<file path="src/rtl/rv32i_ctrl_pkg.sv">
`default_nettype none
// ============================================================================
// Module      : rv32i_ctrl_pkg
// Description : Shared definitions for the RV32I multi-cycle control unit.
//               Holds the opcode constants, ALU operation codes, write-back
//               source selects, the FSM state type and the control-word struct.
// Revision    : 1.0 - initial release
// ============================================================================
package rv32i_ctrl_pkg;

    // Major opcodes (instr[6:0])
    localparam logic [6:0] c_OP_R     = 7'b0110011;
    localparam logic [6:0] c_OP_L     = 7'b0000011;
    localparam logic [6:0] c_OP_I     = 7'b0010011;
    localparam logic [6:0] c_OP_S     = 7'b0100011;
    localparam logic [6:0] c_OP_B     = 7'b1100011;
    localparam logic [6:0] c_OP_LUI   = 7'b0110111;
    localparam logic [6:0] c_OP_AUIPC = 7'b0010111;
    localparam logic [6:0] c_OP_JAL   = 7'b1101111;
    localparam logic [6:0] c_OP_JALR  = 7'b1100111;

    // ALU operation codes: {funct7[5], funct3}
    localparam logic [3:0] c_ALU_ADD  = 4'b0000;
    localparam logic [3:0] c_ALU_SUB  = 4'b1000;
    localparam logic [3:0] c_ALU_SLL  = 4'b0001;
    localparam logic [3:0] c_ALU_SLT  = 4'b0010;
    localparam logic [3:0] c_ALU_SLTU = 4'b0011;
    localparam logic [3:0] c_ALU_XOR  = 4'b0100;
    localparam logic [3:0] c_ALU_SRL  = 4'b0101;
    localparam logic [3:0] c_ALU_SRA  = 4'b1101;
    localparam logic [3:0] c_ALU_OR   = 4'b0110;
    localparam logic [3:0] c_ALU_AND  = 4'b0111;

    // Register-file write-back source selects
    localparam logic [2:0] c_RFWD_ALU   = 3'd0;
    localparam logic [2:0] c_RFWD_LOAD  = 3'd1;
    localparam logic [2:0] c_RFWD_IMM   = 3'd2;
    localparam logic [2:0] c_RFWD_AUIPC = 3'd3;
    localparam logic [2:0] c_RFWD_PC4   = 3'd4;

    typedef enum logic [2:0] {
        ST_FETCH  = 3'd0,
        ST_DECODE = 3'd1,
        ST_EXE    = 3'd2,
        ST_MEM    = 3'd3,
        ST_WB     = 3'd4
    } state_t;

    // Decoded control word. reg_we here means "this instruction writes rd";
    // the FSM turns it into the actual one-cycle strobe.
    typedef struct packed {
        logic       reg_we;
        logic [3:0] alu_ctrl;
        logic       alu_src;
        logic [2:0] rfwd_sel;
        logic       branch;
        logic       jal;
        logic       jalr;
        logic [2:0] l_mode;
        logic [2:0] s_mode;
    } ctrl_word_t;

endpackage : rv32i_ctrl_pkg
`default_nettype wire

</file>
<file path="src/rtl/rv32i_ctrl_decoder.sv">
`default_nettype none
// ============================================================================
// Module      : rv32i_ctrl_decoder
// Description : Purely combinational RV32I instruction decoder. Maps the
//               instruction word to a control word plus load/store flags.
// Ports       : instr_code [31:0] in  - instruction word
//               ctrl                  out - decoded control word
//               is_load               out - instruction is a load
//               is_store              out - instruction is a store
// Revision    : 1.0 - initial release
// ============================================================================
module rv32i_ctrl_decoder
    import rv32i_ctrl_pkg::*;
(
    input  logic [31:0] instr_code,
    output ctrl_word_t  ctrl,
    output logic        is_load,
    output logic        is_store
);

    logic [6:0] w_opcode;
    logic [2:0] w_funct3;
    logic       w_funct7_5;
    logic       w_unused;

    assign w_opcode   = instr_code[6:0];
    assign w_funct3   = instr_code[14:12];
    assign w_funct7_5 = instr_code[30];
    // Register/immediate fields are consumed by the datapath, not here.
    assign w_unused   = ^{instr_code[31], instr_code[29:15], instr_code[11:7]};

    always_comb begin
        ctrl     = '0;
        is_load  = 1'b0;
        is_store = 1'b0;
        case (w_opcode)
            c_OP_R: begin
                ctrl.reg_we   = 1'b1;
                ctrl.alu_ctrl = {w_funct7_5, w_funct3};
            end
            c_OP_I: begin
                ctrl.reg_we   = 1'b1;
                ctrl.alu_src  = 1'b1;
                // Only shift-right uses bit 30 (SRLI/SRAI); for the rest it
                // is an immediate bit and must not leak into the ALU op.
                ctrl.alu_ctrl = (w_funct3 == 3'b101) ? {w_funct7_5, w_funct3}
                                                     : {1'b0, w_funct3};
            end
            c_OP_L: begin
                ctrl.reg_we   = 1'b1;
                ctrl.alu_src  = 1'b1;
                ctrl.alu_ctrl = c_ALU_ADD;
                ctrl.rfwd_sel = c_RFWD_LOAD;
                ctrl.l_mode   = w_funct3;
                is_load       = 1'b1;
            end
            c_OP_S: begin
                ctrl.alu_src  = 1'b1;
                ctrl.alu_ctrl = c_ALU_ADD;
                ctrl.s_mode   = w_funct3;
                is_store      = 1'b1;
            end
            c_OP_B: begin
                ctrl.branch   = 1'b1;
                ctrl.alu_ctrl = {1'b0, w_funct3};
            end
            c_OP_LUI: begin
                ctrl.reg_we   = 1'b1;
                ctrl.rfwd_sel = c_RFWD_IMM;
            end
            c_OP_AUIPC: begin
                ctrl.reg_we   = 1'b1;
                ctrl.alu_ctrl = c_ALU_ADD;
                ctrl.rfwd_sel = c_RFWD_AUIPC;
            end
            c_OP_JAL: begin
                ctrl.reg_we   = 1'b1;
                ctrl.jal      = 1'b1;
                ctrl.alu_ctrl = c_ALU_ADD;
                ctrl.rfwd_sel = c_RFWD_PC4;
            end
            c_OP_JALR: begin
                ctrl.reg_we   = 1'b1;
                ctrl.jalr     = 1'b1;
                ctrl.alu_ctrl = c_ALU_ADD;
                ctrl.rfwd_sel = c_RFWD_PC4;
            end
            default: ; // unknown opcode: all-zero word behaves as a NOP
        endcase
    end

endmodule : rv32i_ctrl_decoder
`default_nettype wire

</file>
<file path="src/rtl/rv32i_mc_control_unit.sv">
`default_nettype none
// ============================================================================
// Module      : rv32i_mc_control_unit
// Description : Multi-cycle control FSM (FETCH/DECODE/EXE/MEM/WB) for the
//               RV32I datapath. The control word is registered on entry to EXE
//               and held to the final state; strobes fire in the final state.
// Config      : BUS_READY_EN - adds busReady and MEM wait states.
// Ports       : clk, reset (sync, active-high), instrCode[31:0],
//               busReady (BUS_READY_EN only), regFileWe, aluControl[3:0],
//               aluSrcMuxSel, RFWDSrcMuxSel[2:0], branch, jal, jalr,
//               L_mode[2:0], S_mode[2:0], PC_En, busWe, busRe
// Revision    : 1.0 - initial release
// ============================================================================
module rv32i_mc_control_unit
    import rv32i_ctrl_pkg::*;
(
    input  logic        clk,
    input  logic        reset,
    input  logic [31:0] instrCode,
`ifdef BUS_READY_EN
    input  logic        busReady,
`endif
    output logic        regFileWe,
    output logic [3:0]  aluControl,
    output logic        aluSrcMuxSel,
    output logic [2:0]  RFWDSrcMuxSel,
    output logic        branch,
    output logic        jal,
    output logic        jalr,
    output logic [2:0]  L_mode,
    output logic [2:0]  S_mode,
    output logic        PC_En,
    output logic        busWe,
    output logic        busRe
);

    ctrl_word_t w_ctrl;
    logic       w_is_load;
    logic       w_is_store;
    logic       w_mem_done;

    state_t     r_state;
    ctrl_word_t r_ctrl;      // reg_we bit doubles as the registered strobe
    logic       r_pc_en;
    logic       r_bus_we;
    logic       r_bus_re;

    rv32i_ctrl_decoder u_decoder (
        .instr_code (instrCode),
        .ctrl       (w_ctrl),
        .is_load    (w_is_load),
        .is_store   (w_is_store)
    );

`ifdef BUS_READY_EN
    assign w_mem_done = busReady;
    // A store retires in the very MEM cycle that sees busReady, so its PC
    // load cannot come from a flop set a cycle earlier.
    assign PC_En = r_pc_en | ((r_state == ST_MEM) & r_bus_we & busReady);
`else
    assign w_mem_done = 1'b1;
    assign PC_En = r_pc_en;
`endif

    assign regFileWe     = r_ctrl.reg_we;
    assign aluControl    = r_ctrl.alu_ctrl;
    assign aluSrcMuxSel  = r_ctrl.alu_src;
    assign RFWDSrcMuxSel = r_ctrl.rfwd_sel;
    assign branch        = r_ctrl.branch;
    assign jal           = r_ctrl.jal;
    assign jalr          = r_ctrl.jalr;
    assign L_mode        = r_ctrl.l_mode;
    assign S_mode        = r_ctrl.s_mode;
    assign busWe         = r_bus_we;
    assign busRe         = r_bus_re;

    always_ff @(posedge clk) begin
        if (reset) begin
            r_state  <= ST_FETCH;
            r_ctrl   <= '0;
            r_pc_en  <= 1'b0;
            r_bus_we <= 1'b0;
            r_bus_re <= 1'b0;
        end else begin
            case (r_state)
                ST_FETCH: begin
                    r_state <= ST_DECODE;
                end
                ST_DECODE: begin
                    // Present the control word for EXE; the write strobe
                    // stays low until the final state.
                    r_state       <= ST_EXE;
                    r_ctrl        <= w_ctrl;
                    r_ctrl.reg_we <= 1'b0;
                end
                ST_EXE: begin
                    if (w_is_load || w_is_store) begin
                        r_state  <= ST_MEM;
                        r_bus_re <= w_is_load;
                        r_bus_we <= w_is_store;
`ifdef BUS_READY_EN
                        r_pc_en  <= 1'b0;
`else
                        r_pc_en  <= w_is_store;
`endif
                    end else begin
                        r_state       <= ST_WB;
                        r_ctrl.reg_we <= w_ctrl.reg_we;
                        r_pc_en       <= 1'b1;
                    end
                end
                ST_MEM: begin
                    if (w_mem_done) begin
                        if (w_is_load) begin
                            r_state       <= ST_WB;
                            r_bus_re      <= 1'b0;
                            r_ctrl.reg_we <= w_ctrl.reg_we;
                            r_pc_en       <= 1'b1;
                        end else begin
                            r_state  <= ST_FETCH;
                            r_ctrl   <= '0;
                            r_pc_en  <= 1'b0;
                            r_bus_we <= 1'b0;
                            r_bus_re <= 1'b0;
                        end
                    end
                end
                ST_WB: begin
                    r_state  <= ST_FETCH;
                    r_ctrl   <= '0;
                    r_pc_en  <= 1'b0;
                    r_bus_we <= 1'b0;
                    r_bus_re <= 1'b0;
                end
                default: begin
                    r_state  <= ST_FETCH;
                    r_ctrl   <= '0;
                    r_pc_en  <= 1'b0;
                    r_bus_we <= 1'b0;
                    r_bus_re <= 1'b0;
                end
            endcase
        end
    end

endmodule : rv32i_mc_control_unit
`default_nettype wire
</file>
<file path="config.mk">
export PLATFORM = sky130hd
export DESIGN_NAME = rv32i_mc_control_unit
export DESIGN_NICKNAME = d
export VERILOG_FILES = /design/src/rtl/rv32i_ctrl_pkg.sv /design/src/rtl/rv32i_ctrl_decoder.sv /design/src/rtl/rv32i_mc_control_unit.sv
export SDC_FILE = /design/constraint.sdc
export NUM_CORES = 1
export LEC_CHECK = 0
export ABC_AREA = 0
export ABC_CLOCK_PERIOD_IN_PS = 4400
export CAP_MARGIN = 0
export CORE_UTILIZATION = 43
export CTS_CLUSTER_DIAMETER = 200
export CTS_CLUSTER_SIZE = 12
export DETAILED_ROUTE_END_ITERATION = 10
export GPL_ROUTABILITY_DRIVEN = 0
export GPL_TIMING_DRIVEN = 0
export PLACE_DENSITY = 0.85
export SLEW_MARGIN = 20
export SYNTH_ARGS = -nofsm -noshare
export SYNTH_HDL_FRONTEND = slang
export SYNTH_SLANG_ARGS = --single-unit
</file>
<file path="constraint.sdc">
create_clock -name clk -period 4.4 [get_ports clk]
set_input_delay 0.88 -clock clk [delete_from_list [all_inputs] [get_ports clk]]
set_output_delay 0.88 -clock clk [all_outputs]
set_load 0.005 [all_outputs]
</file>
==> impl_results.rst <==
.. list-table::
   :header-rows: 1

   * - Metric
     - Value
   * - Run status
     - finished clean
   * - Critical path class
     - in -> reg
   * - Remaining antenna violation count
     - 0
   * - Post-Place Worst Slack
     - 1.60 ns
   * - Peak supply drop
     - 0.216 mV
   * - Floorplan Core Area
     - 2480 um^2
   * - Maximum clock rate
     - 404 MHz
   * - Top fanout value on the critical path
     - 9
   * - IO Count
     - 55
   * - Cell area after synthesis
     - 1120 um^2
   * - Capture point of the critical path
     - aluSrcMuxSel
   * - Post CTS Setup Buffer Count
     - 0
   * - GRT overflow
     - 0
   * - Drt pass-1 iters
     - 4
   * - Unrepaired setup endpoints after global routing
     - no
   * - Post-CTS resize count
     - 0
   * - Startpoint of the worst-slack reg-to-reg timing path
     - r_state[2]
   * - Overall global routing resource usage
     - 21.2%
   * - Total power
     - 387 uW
   * - Via-to-Cell Ratio
     - 5.81
   * - Setup slack of the critical path after layout
     - 1.92 ns
   * - # nets final
     - 181
   * - Fraction of final layout cells sized beyond drive strength 1
     - 11.0%
   * - Setup crit start kind
     - input port
   * - Hold-fix buffer count after cts
     - 0
   * - Setup tns final
     - 0 ns
   * - Shortest clock period the worst path allows after layout
     - 2.48 ns
   * - Count of routing violations after the opening detailed-route iteration
     - 28
   * - Total Die Area
     - 2820 um^2
   * - Wire length after detailed routing
     - 2560 um
   * - Cells on worst reg2reg path
     - 5
   * - Cell Rows
     - 18
   * - Post-detailed-route DRC marker count
     - 0
   * - Layout overhead on the synthesized area
     - 32.1%
   * - Cell count after synthesis
     - 112
   * - Global-route wire length before repair
     - 4420 um
   * - FF-to-FF setup slack
     - 2.70 ns
   * - Synth async-reset ratio
     - 0%
   * - Clock tree from TritonCTS
     - yes
   * - Diode insertion count for antenna repair
     - 0
   * - Leakage power total
     - 0.000539 uW
   * - Worst-Margin Slew
     - 0.821 ns
   * - Post-Place Cells
     - 172
   * - Number of global-route vias before repair
     - 998
   * - Number of instances on the worst hold path
     - 1
   * - Count of maximum capacitance violations
     - 0
   * - Post-route fraction of the period consumed by the critical path
     - 56.3%
   * - Final Non-Filler Cells
     - 175
   * - Yosys warning total
     - 0
   * - Maximum buffer depth of the clock tree
     - 2
   * - Number of clock sinks
     - 24
   * - Number of synthesized flops with an enable pin
     - 0
   * - Die width
     - 53.1 um
   * - CP Capture Type
     - flop
   * - Relative slew slack
     - 43.9%
   * - Fin Clk Skew
     - 0.00791 ns
   * - Effective utilization at floorplan
     - 45.4%
   * - Clock Latency Late Sink
     - 0.31 ns
   * - Flip-flop and latch count after synthesis
     - 24
   * - Clock Tree Root
     - sky130_fd_sc_hd__clkbuf_4
   * - H-Tree Level Count
     - 1
   * - Num CTS Buffers
     - 3
   * - Number of vias in the routed layout
     - 1016
   * - Number of antenna violations at the first check in global routing
     - 0
   * - Dominant synthesized flop cell
     - sky130_fd_sc_hd__dfxtp_1
   * - Arrival time of data at the critical path endpoint
     - 2.74 ns
   * - Count of input and output buffers
     - 30
   * - Library cells used by synthesis
     - 42
   * - Required time worst endpoint
     - 4.66 ns
   * - Half-perimeter wire length after detailed placement
     - 1920 um
   * - Sequential area share after synthesis
     - 42.8%
   * - Reg-to-reg endpoint
     - aluSrcMuxSel
   * - Maximum number of pins on one net before global-route repair
     - 13
   * - Worst min path class
     - reg -> reg
   * - Number of nets in the synthesized netlist
     - 146
   * - Count of final max-slew check failures
     - 0
   * - Die outline height
     - 53.1 um
   * - Finish-stage setup viols
     - 0
   * - Number of failing hold endpoints at the final stage
     - 0
   * - Routed wire length per instance
     - 14.6 um
   * - Launching instance or port of the critical path
     - reset
   * - Hold Worst Slack
     - 0.468 ns
   * - Clock transition at the register clock pins on the worst setup and hold paths after CTS
     - 0.12 ns
   * - Pwr/cell area
     - 261 nW/um^2
   * - Mean Syn Cell Area
     - 10.0 um^2
[sequential cells by signal, indices dropped and copies added, names as in the netlist, 3 cells and up]
signal	cells
aluControl	4
L_mode	3
RFWDSrcMuxSel	3
S_mode	3
r_state	3
[per-layer routing]
layer / track usage [%] / wire (um) / vias to the layer above / part of all wire (%)
li1: - / - / 499 / -
met1: 27.3 / 1190 / 483 / 47
met2: 35.9 / 1240 / 32 / 48
met3: 2.87 / 109 / 2 / 4.3
met4: 7.46 / 19 / 0 / 0.74
met5: 0 / 0 / - / 0
[metrics by stage]
stage	utilization [%]	instance area (um^2)
6_report	59.9	1480
5_1_grt	59.9	1480
4_1_cts	59.9	1480
3_5_place_dp	59.0	1460
3_3_place_gp	59.0	1460
2_1_floorplan	-	1120
[cell usage after synthesis, drive strengths merged (3+ instances only)]
library cell | number | area, um^2
dfxtp | 24 | 480
a2111oi | 3 | 27.5
nand3b | 4 | 42.5
o2bb2ai | 5 | 62.6
inv | 3 | 11.3
a32o | 6 | 60.1
nor2b | 3 | 18.8
nor4 | 3 | 18.8
nand2 | 3 | 11.3
o21ai | 3 | 15.0
a21oi | 4 | 20.0
nor3 | 3 | 15.0
or4 | 3 | 30.0
nor3b | 4 | 30.0
buf | 6 | 45.0
nor2 | 6 | 22.5
nand2b | 5 | 31.3
[kinds of logic after synthesis]
family	synth area share (%)
DFF	42.8
and+or+nand+nor	25.5
buffers and inverters	5.68
AOI/OAI and AO/OA	25.2
muxes	0.891
[worst max-delay path: stages]
cell                              delay [ns]
sky130_fd_sc_hd__clkdlybuf4s50_1        0.56
sky130_fd_sc_hd__or2_1                  0.28
sky130_fd_sc_hd__buf_2                  0.18
sky130_fd_sc_hd__or4_4                  0.54
sky130_fd_sc_hd__a211oi_1               0.20
sky130_fd_sc_hd__a21o_1                 0.11
[layout make-up]
cell class                      instances  area, um^2
Buffer                                  8        52.6
Multi-Input combinational cell         77         579
Tap cell                               30        37.5
Sequential cell                        24         480
Clock buffer                            3        22.5
Fill cell                             231         993
Inverter                                3        11.3
Timing Repair Buffer                   30         300
[power breakdown]
part | total (uW) | leakage [uW] | internal, uW | switching, uW
registers | 226 | 0.000194 | 223 | 3.78
clock network | 95.3 | 0.0000138 | 32.0 | 63.2
logic | 65.3 | 0.000330 | 29.0 | 36.3
total | 387 | 0.000539 | 284 | 103
[layout by cell type (no fill, tap or decap), types with 2 or more instances in the layout]
cell,Yosys,layout
sky130_fd_sc_hd__a2111oi_0,2,2
sky130_fd_sc_hd__a21o_1,2,2
sky130_fd_sc_hd__a21oi_1,4,4
sky130_fd_sc_hd__a22o_1,2,2
sky130_fd_sc_hd__a32o_1,6,6
sky130_fd_sc_hd__and3b_1,2,2
sky130_fd_sc_hd__buf_2,3,3
sky130_fd_sc_hd__buf_6,2,2
sky130_fd_sc_hd__clkbuf_1,2,2
sky130_fd_sc_hd__clkbuf_4,0,3
sky130_fd_sc_hd__clkdlybuf4s50_1,0,30
sky130_fd_sc_hd__dfxtp_1,24,24
sky130_fd_sc_hd__inv_1,3,3
sky130_fd_sc_hd__nand2_1,3,3
sky130_fd_sc_hd__nand2b_1,5,5
sky130_fd_sc_hd__nand3_1,2,2
sky130_fd_sc_hd__nand3b_1,3,3
sky130_fd_sc_hd__nor2_1,6,6
sky130_fd_sc_hd__nor2b_1,3,3
sky130_fd_sc_hd__nor3_1,3,3
sky130_fd_sc_hd__nor3b_1,4,4
sky130_fd_sc_hd__nor4_1,3,3
sky130_fd_sc_hd__o21ai_0,3,3
sky130_fd_sc_hd__o2bb2ai_1,2,2
sky130_fd_sc_hd__o2bb2ai_2,3,3
sky130_fd_sc_hd__or4_4,2,2
[worst min-delay path by stage]
stage,start,endpoint,slack (ns)
finish,aluSrcMuxSel,aluSrcMuxSel,0.47
global route,aluSrcMuxSel,aluSrcMuxSel,0.50
CTS,aluSrcMuxSel,aluSrcMuxSel,0.48
detailed placement,aluSrcMuxSel,aluSrcMuxSel,0.45
global placement,RFWDSrcMuxSel[2],RFWDSrcMuxSel[2],0.44
floorplan,r_state[2],busRe,0.44
No activity file was read; power rests on OpenSTA's default activity.
